## src/rtl/arc_alu_pkg.sv

```systemverilog
// Shared definitions for the ARC ALU datapath: func codes, PSR bit positions
// and the arbiter state encoding.
package arc_alu_pkg;

   localparam logic [3:0] F_ANDCC   = 4'd0;
   localparam logic [3:0] F_ORCC    = 4'd1;
   localparam logic [3:0] F_NORCC   = 4'd2;
   localparam logic [3:0] F_ADDCC   = 4'd3;
   localparam logic [3:0] F_SRL     = 4'd4;
   localparam logic [3:0] F_AND     = 4'd5;
   localparam logic [3:0] F_OR      = 4'd6;
   localparam logic [3:0] F_NOR     = 4'd7;
   localparam logic [3:0] F_ADD     = 4'd8;
   localparam logic [3:0] F_LSHIFT2 = 4'd9;
   localparam logic [3:0] F_LSHIFT10 = 4'd10;
   localparam logic [3:0] F_SIMM13  = 4'd11;
   localparam logic [3:0] F_SEXT13  = 4'd12;
   localparam logic [3:0] F_INC     = 4'd13;
   localparam logic [3:0] F_INCPC   = 4'd14;
   localparam logic [3:0] F_RSHIFT5 = 4'd15;

   // Condition-code ops occupy the bottom of the func space.
   localparam logic [3:0] CC_MAXFUNC = F_ADDCC;

   localparam int PSR_N = 3;
   localparam int PSR_Z = 2;
   localparam int PSR_V = 1;
   localparam int PSR_C = 0;

   typedef enum logic [1:0] {
      IDLE = 2'd0,
      EXEC = 2'd1,
      RESP = 2'd2
   } arb_state_e;

   function automatic logic is_cc_func(input logic [3:0] func, input logic [3:0] max_func);
      return func <= max_func;
   endfunction

endpackage

```

## src/rtl/alu_rr_pick.sv

```systemverilog
// Two-way round-robin grant: a lone requester always wins, a tie goes to the
// side named by ptr.
module alu_rr_pick (
   input  logic [1:0] valid,
   input  logic       ptr,
   output logic [1:0] gnt
);

   genvar gi;
   generate
      for (gi = 0; gi < 2; gi++) begin : g_gnt
         assign gnt[gi] = valid[gi] & (~valid[1-gi] | (ptr == 1'(gi)));
      end
   endgenerate

endmodule

```

## src/rtl/alu_arbiter.sv

```systemverilog
// Shares one combinational ALU between the microsequencer (req0) and the
// trap/debug unit (req1); owns the architectural PSR.
module alu_arbiter #(
   parameter int         W          = 32,
   parameter logic [3:0] PSR_RST    = 4'b0000,
   parameter logic [3:0] CC_MAXFUNC = arc_alu_pkg::CC_MAXFUNC
) (
   input  logic         clk,
   input  logic         rst_n,
   input  logic         req0_valid,
   output logic         req0_ready,
   input  logic [W-1:0] req0_a,
   input  logic [W-1:0] req0_b,
   input  logic [3:0]   req0_func,
   input  logic         req1_valid,
   output logic         req1_ready,
   input  logic [W-1:0] req1_a,
   input  logic [W-1:0] req1_b,
   input  logic [3:0]   req1_func,
   output logic         rsp0_valid,
   input  logic         rsp0_ready,
   output logic         rsp1_valid,
   input  logic         rsp1_ready,
   output logic [W-1:0] rsp_c,
   output logic [W-1:0] alu_a,
   output logic [W-1:0] alu_b,
   output logic [3:0]   alu_func,
   input  logic [W-1:0] alu_c,
   input  logic [3:0]   alu_psr,
   output logic [3:0]   psr,
   output logic         psr_upd,
   output logic         busy
);

   import arc_alu_pkg::*;

   arb_state_e   state_q, state_d;
   logic         rr_ptr_q, rr_ptr_d;
   logic         owner_q, owner_d;
   logic [W-1:0] op_a_q, op_a_d;
   logic [W-1:0] op_b_q, op_b_d;
   logic [3:0]   op_func_q, op_func_d;
   logic [W-1:0] rsp_c_q, rsp_c_d;
   logic [3:0]   psr_q, psr_d;
   logic         psr_upd_q, psr_upd_d;

   logic [1:0]   req_valid;
   logic [1:0]   gnt;
   logic [1:0]   req_ready_c;
   logic [1:0]   rsp_valid_c;
   logic [1:0]   rsp_ready;
   logic [W-1:0] sel_a, sel_b;
   logic [3:0]   sel_func;
   logic [W-1:0] alu_a_c, alu_b_c;
   logic [3:0]   alu_func_c;

   assign req_valid = {req1_valid, req0_valid};
   assign rsp_ready = {rsp1_ready, rsp0_ready};

   alu_rr_pick u_pick (
      .valid (req_valid),
      .ptr   (rr_ptr_q),
      .gnt   (gnt)
   );

   // The picker yields at most one grant, so gnt[1] alone selects the operands.
   assign sel_a    = gnt[1] ? req1_a    : req0_a;
   assign sel_b    = gnt[1] ? req1_b    : req0_b;
   assign sel_func = gnt[1] ? req1_func : req0_func;

   always_ff @(posedge clk or negedge rst_n) begin
      if (!rst_n) begin
         state_q   <= IDLE;
         rr_ptr_q  <= 1'b0;
         owner_q   <= 1'b0;
         op_a_q    <= '0;
         op_b_q    <= '0;
         op_func_q <= '0;
         rsp_c_q   <= '0;
         psr_q     <= PSR_RST;
         psr_upd_q <= 1'b0;
      end else begin
         state_q   <= state_d;
         rr_ptr_q  <= rr_ptr_d;
         owner_q   <= owner_d;
         op_a_q    <= op_a_d;
         op_b_q    <= op_b_d;
         op_func_q <= op_func_d;
         rsp_c_q   <= rsp_c_d;
         psr_q     <= psr_d;
         psr_upd_q <= psr_upd_d;
      end
   end

   always_comb begin
      state_d     = state_q;
      rr_ptr_d    = rr_ptr_q;
      owner_d     = owner_q;
      op_a_d      = op_a_q;
      op_b_d      = op_b_q;
      op_func_d   = op_func_q;
      rsp_c_d     = rsp_c_q;
      psr_d       = psr_q;
      psr_upd_d   = 1'b0;
      req_ready_c = 2'b00;
      rsp_valid_c = 2'b00;
      alu_a_c     = '0;
      alu_b_c     = '0;
      alu_func_c  = '0;

      case (state_q)
         IDLE: begin
            if (|req_valid) begin
               req_ready_c = gnt;
               owner_d     = gnt[1];
               op_a_d      = sel_a;
               op_b_d      = sel_b;
               op_func_d   = sel_func;
               state_d     = EXEC;
            end
         end
         EXEC: begin
            alu_a_c    = op_a_q;
            alu_b_c    = op_b_q;
            alu_func_c = op_func_q;
            rsp_c_d    = alu_c;
            if (is_cc_func(op_func_q, CC_MAXFUNC)) begin
               psr_d     = alu_psr;
               psr_upd_d = 1'b1;
            end
            state_d = RESP;
         end
         RESP: begin
            rsp_valid_c = owner_q ? 2'b10 : 2'b01;
            // Fairness: the other side gets the tie-break after each completed op.
            if (rsp_ready[owner_q]) begin
               state_d  = IDLE;
               rr_ptr_d = ~owner_q;
            end
         end
         default: begin
            state_d = IDLE;
         end
      endcase
   end

   assign req0_ready = req_ready_c[0];
   assign req1_ready = req_ready_c[1];
   assign rsp0_valid = rsp_valid_c[0];
   assign rsp1_valid = rsp_valid_c[1];
   assign rsp_c      = rsp_c_q;
   assign alu_a      = alu_a_c;
   assign alu_b      = alu_b_c;
   assign alu_func   = alu_func_c;
   assign psr        = psr_q;
   assign psr_upd    = psr_upd_q;
   assign busy       = (state_q != IDLE);

endmodule

```

## config.mk

```make
export PLATFORM = sky130hd
export DESIGN_NAME = alu_arbiter
export DESIGN_NICKNAME = d
export VERILOG_FILES = /design/src/rtl/arc_alu_pkg.sv /design/src/rtl/alu_rr_pick.sv /design/src/rtl/alu_arbiter.sv
export SDC_FILE = /design/constraint.sdc
export NUM_CORES = 1
export LEC_CHECK = 0
export ABC_AREA = 0
export ABC_CLOCK_PERIOD_IN_PS = 2200
export CAP_MARGIN = 40
export CORE_ASPECT_RATIO = 1.75
export CORE_UTILIZATION = 43
export DETAILED_ROUTE_END_ITERATION = 7
export GPL_ROUTABILITY_DRIVEN = 1
export PLACE_DENSITY = 0.83
export SYNTH_ARGS = -nofsm -noshare
export SYNTH_HDL_FRONTEND = slang
export SYNTH_SLANG_ARGS = --single-unit
```

## constraint.sdc

```tcl
create_clock -name clk -period 2.2 [get_ports clk]
set_input_delay 0.44 -clock clk [delete_from_list [all_inputs] [get_ports clk]]
set_output_delay 0.44 -clock clk [all_outputs]
set_load 0.01 [all_outputs]
```

==> flow_summary_export.csv, run 1 <==
group,metric,value,unit
routing,drc,0,
sta,finalHoldViolCount,0,
power,ir_drop,874,uV
finish,fin_util,70.2,%
logic_synthesis,synth.area.top_cells,"dfrtp_1 (50%), a31oi_1 (7.9%), and2_1 (7.8%)",
logic_synthesis,synth_nets,754,
floorplanning,dieArea,0.0132,sq mm
clock_tree,cts_tree,"yes",
job,cap_violations,0,
finish,final_cell_mix,"clkdlybuf4s50_1 (214), dfrtp_1 (108), dlygate4sd2_1 (70), a21oi_1 (69), a31oi_1 (69)",
logic_synthesis,synth_area_per_cell,9.50,sq um
worst_setup_path,crit-reg2reg-launch,"rr_ptr_q",
worst_setup_path,crit_start,"state_q[0]",
worst_setup_path,cp.arrival,1.65,ns
place,hpwl,13400,um
logic_synthesis,yosysTopAreaCell,"dfrtp_1",
status,outcome,"finished clean",
worst_setup_path,path_cells,"inv_1, nor2_4, buf_12, and2_1, dlygate4sd2_1",
clock_tree,clockBufferDepth,2,
hold_path,hold_class,"in -> async",
sta,setup_tns,0,ns
clock_tree,clock_latency,0.35,ns
finish,area_growth,59.5,%
place,portBuffers,287,
finish,final_cell_count_no_fill,1005,
sta,fmax,0.478,GHz
place,gp_congestion,0.852,
logic_synthesis,yosysUniqueCellTypes,24,
clock_tree,cts_num_sinks,109,
floorplanning,ios,288,
global_routing,antenna_found_initial,0,
routing,route.vias.total,5723,
logic_synthesis,yosys.area_share.xor_xnor,0,%
floorplanning,core,0.0124,sq mm
worst_setup_path,max_stage_delay,0.37,ns
power,p_clk_share,16.0,%
finish,fillers,996,
finish,drive_gt1_share,10.2,%
place,dp_slack,0.0198,ns
worst_setup_path,slowest_stage,"dfrtp_1",
global_routing,grt_max_degree,110,
floorplanning,die_height,151,um
power,power_density,1240,mW/mm^2
power,p_sw,4060,uW
worst_setup_path,worstSetupPathType,"reg -> out",
sta,rsz0062_at_grt,"no",
power,leakage,0.00372,uW
clock_tree,cts-htree-levels,3,
worst_setup_path,cp_data_required_time,1.76,ns
power,internal_power,6740,uW
power,pwr-share-seq,33.0,%
logic_synthesis,synth-seq-cells,109,
sta,fin_crit,2.09,ns
sta,final-setup-viol-count,0,
finish,finalNetCount,1009,
logic_synthesis,synth_top_family_by_area,"compound AO/OA/AOI/OAI gates",
sta,worstMarginPinSlew,0.735,ns
sta,finClkSkew,0.00898,ns
sta,slew_headroom,51.0,%
worst_setup_path,end_kind,"output pin",
logic_synthesis,synthMuxAreaShare,7.41,%
sta,final_max_slew_viol_count,0,
place,dpl.cell_count,988,
floorplanning,placementRows,54,
routing,viasPerCell,5.69,
logic_synthesis,synthAdderAreaFrac,0,%
floorplanning,start_util,44.0,%
global_routing,grt_pass1_vias,5732,
routing,wirelength,19100,um
power,sw_frac_of_total,37.6,%
power,comb_power_share,51.0,%
global_routing,grt_overflow,0,
routing,ant_nets,0,
logic_synthesis,synth-compound-area-share,20.9,%
logic_synthesis,yosysSeqAreaShare,49.8,%
logic_synthesis,netlist_area,0.00547,sq mm
routing,drtIter0Drc,327,
logic_synthesis,synth_simple_gate_area_share,16.1,%
clock_tree,cts.clk_slew.worst_paths,0.08,ns
global_routing,grt_first_pass_wirelength,29300,um
logic_synthesis,syn_inst,576,
clock_tree,holdBufCountCts,0,
floorplanning,fp.dieW,87.3,um
clock_tree,root_buffer,"clkbuf_16",
logic_synthesis,ys_warn_count,0,
worst_setup_path,crit_fanout,39,
finish,final_common_cell,"clkdlybuf4s50_1",
logic_synthesis,synth_top_cell_area_share,49.8,%
global_routing,track_usage,28.9,%
routing,first_pass_iters,5,
sta,fin_crit_sh,95.2,%
worst_setup_path,cp-start-kind,"flop",
clock_tree,cts_buffers,9,
sta,fin_ws,0.106,ns
routing,wl_per_cell,19.0,um
-- through the flow --
step	hold slack, ns	cell area, sq um	total power, uW
6_report	0.146	8730	10800
3_3_place_gp	0.485	8490	9280
3_5_place_dp	0.491	8490	9490
5_1_grt	0.206	8730	11500
4_1_cts	0.194	8720	10800
2_1_floorplan	0.144	5470	6490
-- worst max-delay path: cells and delay by family, from the launching register on --
kind	cells	cell delay (ns)
flops	1	0.37
simple gates	2	0.36
buf+inv	3	0.57
-- flip-flops by register name, summed over array words and instances (netlist names) --
name	cells
op_a_q	32
op_b_q	32
rsp_c	32
op_func_q	4
psr	4
state_q	2
owner_q	1
psr_upd	1
rr_ptr_q	1
-- repair_timing --
action	in CTS	in global routing
setup buffers	0	0
gates resized for setup	71	1
setup endpoints to repair	70	1
-- Yosys cell counts, drive strengths merged --
cell and count:
clkbuf 36, or2 1, a31oi 69, and3 2, nand2 2, and2 68
and2b 1, dfrtp 109, nor3 1, buf 27, nand2b 3, nor2 7
inv 4, o21ai 73, mux2 36, a21oi 69, nand3 68
-- area by class of cell --
type / count / area [sq um] / share of cell area [%]
Clock buffer: 9 / 225 / 2.58
Tap cell: 168 / 210 / 2.41
Multi-Input combinational cell: 400 / 2440 / 27.9
Antenna cell: 1 / 2.50 / 0.0287
Sequential cell: 109 / 2730 / 31.3
Clock inverter: 7 / 92.6 / 1.06
Inverter: 4 / 15.0 / 0.172
Timing Repair Buffer: 307 / 3020 / 34.6
-- logic make-up (layout without fill, tap and decap cells) --
family,Yosys count,in the layout
multiplexers,36,36
AO/OA/AOI/OAI,211,211
flip-flops,109,109
buffers and inverters,67,327
AND/OR/NAND/NOR,153,153
other,0,1
-- final timing paths --
| check | slack (ns) | depth (start not counted) | end |
|---|---|---|---|
| max | 0.11 | 5 | alu_a[25] |
| min | 0.15 | 2 | op_b_q[17] |
| max reg2reg | 0.45 | 4 | op_b_q[2] |
| min reg2reg | 0.51 | 1 | rsp_c[13] |
| max in group asynchronous | 1.58 | 2 | op_a_q[26] |
| min in group clk | 0.51 | 1 | rsp_c[13] |
-- power by group through the flow --
stage               Combinational [uW]  Clock, uW  Sequential [uW]
floorplan                         2850          0             3630
global placement                  5770          0             3510
detailed placement                5900          0             3580
CTS                               5540       1750             3550
global route                      5980       1860             3670
finish                            5510       1730             3560
-- routing by layer --
metal / GRT usage (%) / vias to the layer above / routed length, um
met4: 16.2 / 0 / 856
met1: 33.0 / 2763 / 6840
li1: - / 2581 / -
met5: 0 / - / 0
met2: 50.5 / 316 / 10200
met3: 4.58 / 63 / 1260
(Power assumes the default switching activity.)
==> run 2: changes to the inputs <==
Settings changed: CORE_ASPECT_RATIO 1.75 to default.
==> flow_summary_export.csv, run 2 (same netlist as run 1, synthesis figures left out) <==
group,metric,value,unit
routing,first_pass_iters,4,
routing,wl_per_cell,18.4,um
routing,route.vias.total,5660,
power,ir_drop,860,uV
worst_setup_path,crit-reg2reg-launch,"state_q[1]",
sta,worstMarginPinSlew,0.745,ns
routing,ant_nets,0,
sta,slew_headroom,50.3,%
routing,drc,0,
worst_setup_path,cp_data_required_time,1.76,ns
power,leakage,0.00372,uW
global_routing,antenna_found_initial,0,
floorplanning,fp.dieW,115,um
sta,setup_tns,0,ns
power,p_sw,3990,uW
finish,finalNetCount,1009,
worst_setup_path,crit_fanout,5,
sta,finalHoldViolCount,0,
floorplanning,dieArea,0.0132,sq mm
floorplanning,placementRows,40,
finish,multi_input_area,0.00243,sq mm
finish,final_cell_mix,"clkdlybuf4s50_1 (214), dfrtp_1 (108), dlygate4sd2_1 (70), a21oi_1 (69), a31oi_1 (69)",
worst_setup_path,end_kind,"output pin",
finish,postLayoutCellArea,0.00872,sq mm
routing,viasPerCell,5.64,
sta,fmax,0.485,GHz
routing,wirelength,18500,um
finish,final_common_cell,"clkdlybuf4s50_1",
finish,seqCellArea,0.00273,sq mm
clock_tree,cts_tree,"yes",
power,power_density,1240,mW/mm^2
power,pwr-share-seq,33.2,%
sta,fin_crit,2.06,ns
global_routing,grt_first_pass_wirelength,28500,um
worst_setup_path,cp_top_family,"buffers and inverters",
hold_path,hold_class,"in -> async",
power,sw_frac_of_total,36.9,%
worst_setup_path,slowest_stage,"clkdlybuf4s50_1",
worst_setup_path,path_cells,"buf_4, nor2_4, inv_2, clkdlybuf4s50_1",
routing,drtIter0Drc,460,
global_routing,track_usage,27.8,%
finish,fillers,959,
place,placed_area,0.00846,sq mm
clock_tree,clockBufferDepth,2,
finish,drive_gt1_share,10.0,%
global_routing,grt_max_degree,69,
clock_tree,cts.clk_slew.worst_paths,0.08,ns
clock_tree,root_buffer,"clkbuf_16",
worst_setup_path,worstSetupPathType,"reg -> out",
global_routing,grt_overflow,0,
floorplanning,start_util,44.8,%
clock_tree,cts_buffers,9,
clock_tree,cts-htree-levels,3,
place,gp_congestion,0.845,
floorplanning,die_height,115,um
job,cap_violations,0,
power,comb_power_share,50.2,%
status,outcome,"finished clean",
clock_tree,holdBufCountCts,0,
place,hpwl,13100,um
worst_setup_path,crit_start,"state_q[1]",
worst_setup_path,max_stage_delay,0.48,ns
global_routing,grt_pass1_vias,5568,
clock_tree,cts_num_sinks,109,
power,p_clk_share,16.5,%
sta,rsz0062_at_grt,"no",
worst_setup_path,path_buf_inv,3,
floorplanning,core,0.0122,sq mm
sta,finClkSkew,0.00832,ns
finish,insertedDiodeCount,0,
sta,final-setup-viol-count,0,
finish,area_growth,59.4,%
worst_setup_path,cp-start-kind,"flop",
sta,final_max_slew_viol_count,0,
floorplanning,ios,288,
finish,fin_util,71.4,%
worst_setup_path,cp.arrival,1.62,ns
clock_tree,clock_latency,0.35,ns
power,internal_power,6830,uW
place,portBuffers,287,
sta,fin_crit_sh,93.8,%
## run 2: worst paths after layout
path | to | slack [ns] | cells past startpoint
max | busy | 0.14 | 4
min | rsp_c[15] | 0.04 | 1
max reg2reg | op_a_q[12] | 0.38 | 5
min reg2reg | rsp_c[16] | 0.51 | 1
max in group asynchronous | rsp_c[13] | 1.47 | 2
min in group clk | owner_q | 0.51 | 4
## run 2: metal layers
| metal | global-route usage, % | routed length (um) | vias to the layer above |
|---|---|---|---|
| li1 | - | - | 2575 |
| met1 | 32.3 | 7090 | 2692 |
| met2 | 49.3 | 9230 | 328 |
| met3 | 4.74 | 1350 | 65 |
| met4 | 14.8 | 844 | 0 |
| met5 | 0 | 0 | - |
## run 2: layout make-up
type,instances,share of cell area [%]
tap,168,2.41
clock buffer,9,2.58
inverter,4,0.172
timing repair buffer,307,34.5
sequential,109,31.3
clock inverter,7,1.19
multi-input combinational,400,27.9
## run 2: per-stage QoR
stage	hold slack [ns]	setup WS, ns	total power, uW	std cells
floorplan	0.144	0.564	6490	576
global placement	0.411	0.0502	9210	987
detailed placement	0.416	0.0442	9420	987
CTS	0.0492	0.0456	10900	1004
global route	0.0712	0.0354	11500	1004
finish	0.0385	0.137	10800	1004
## run 2: power groups by stage
| stage | Clock [uW] | Combinational, uW | Sequential (uW) |
|---|---|---|---|
| floorplan | 0 | 2850 | 3630 |
| CTS | 1810 | 5480 | 3590 |
| global placement | 0 | 5660 | 3550 |
| detailed placement | 0 | 5790 | 3630 |
| global route | 1900 | 5900 | 3700 |
| finish | 1790 | 5440 | 3600 |
## run 2: repair_timing
item / 4_1_cts / 5_1_grt
gates resized for setup: 74 / 1
setup buffers: 1 / 0
setup endpoints to repair: 69 / 1
cloned: 0 / 0
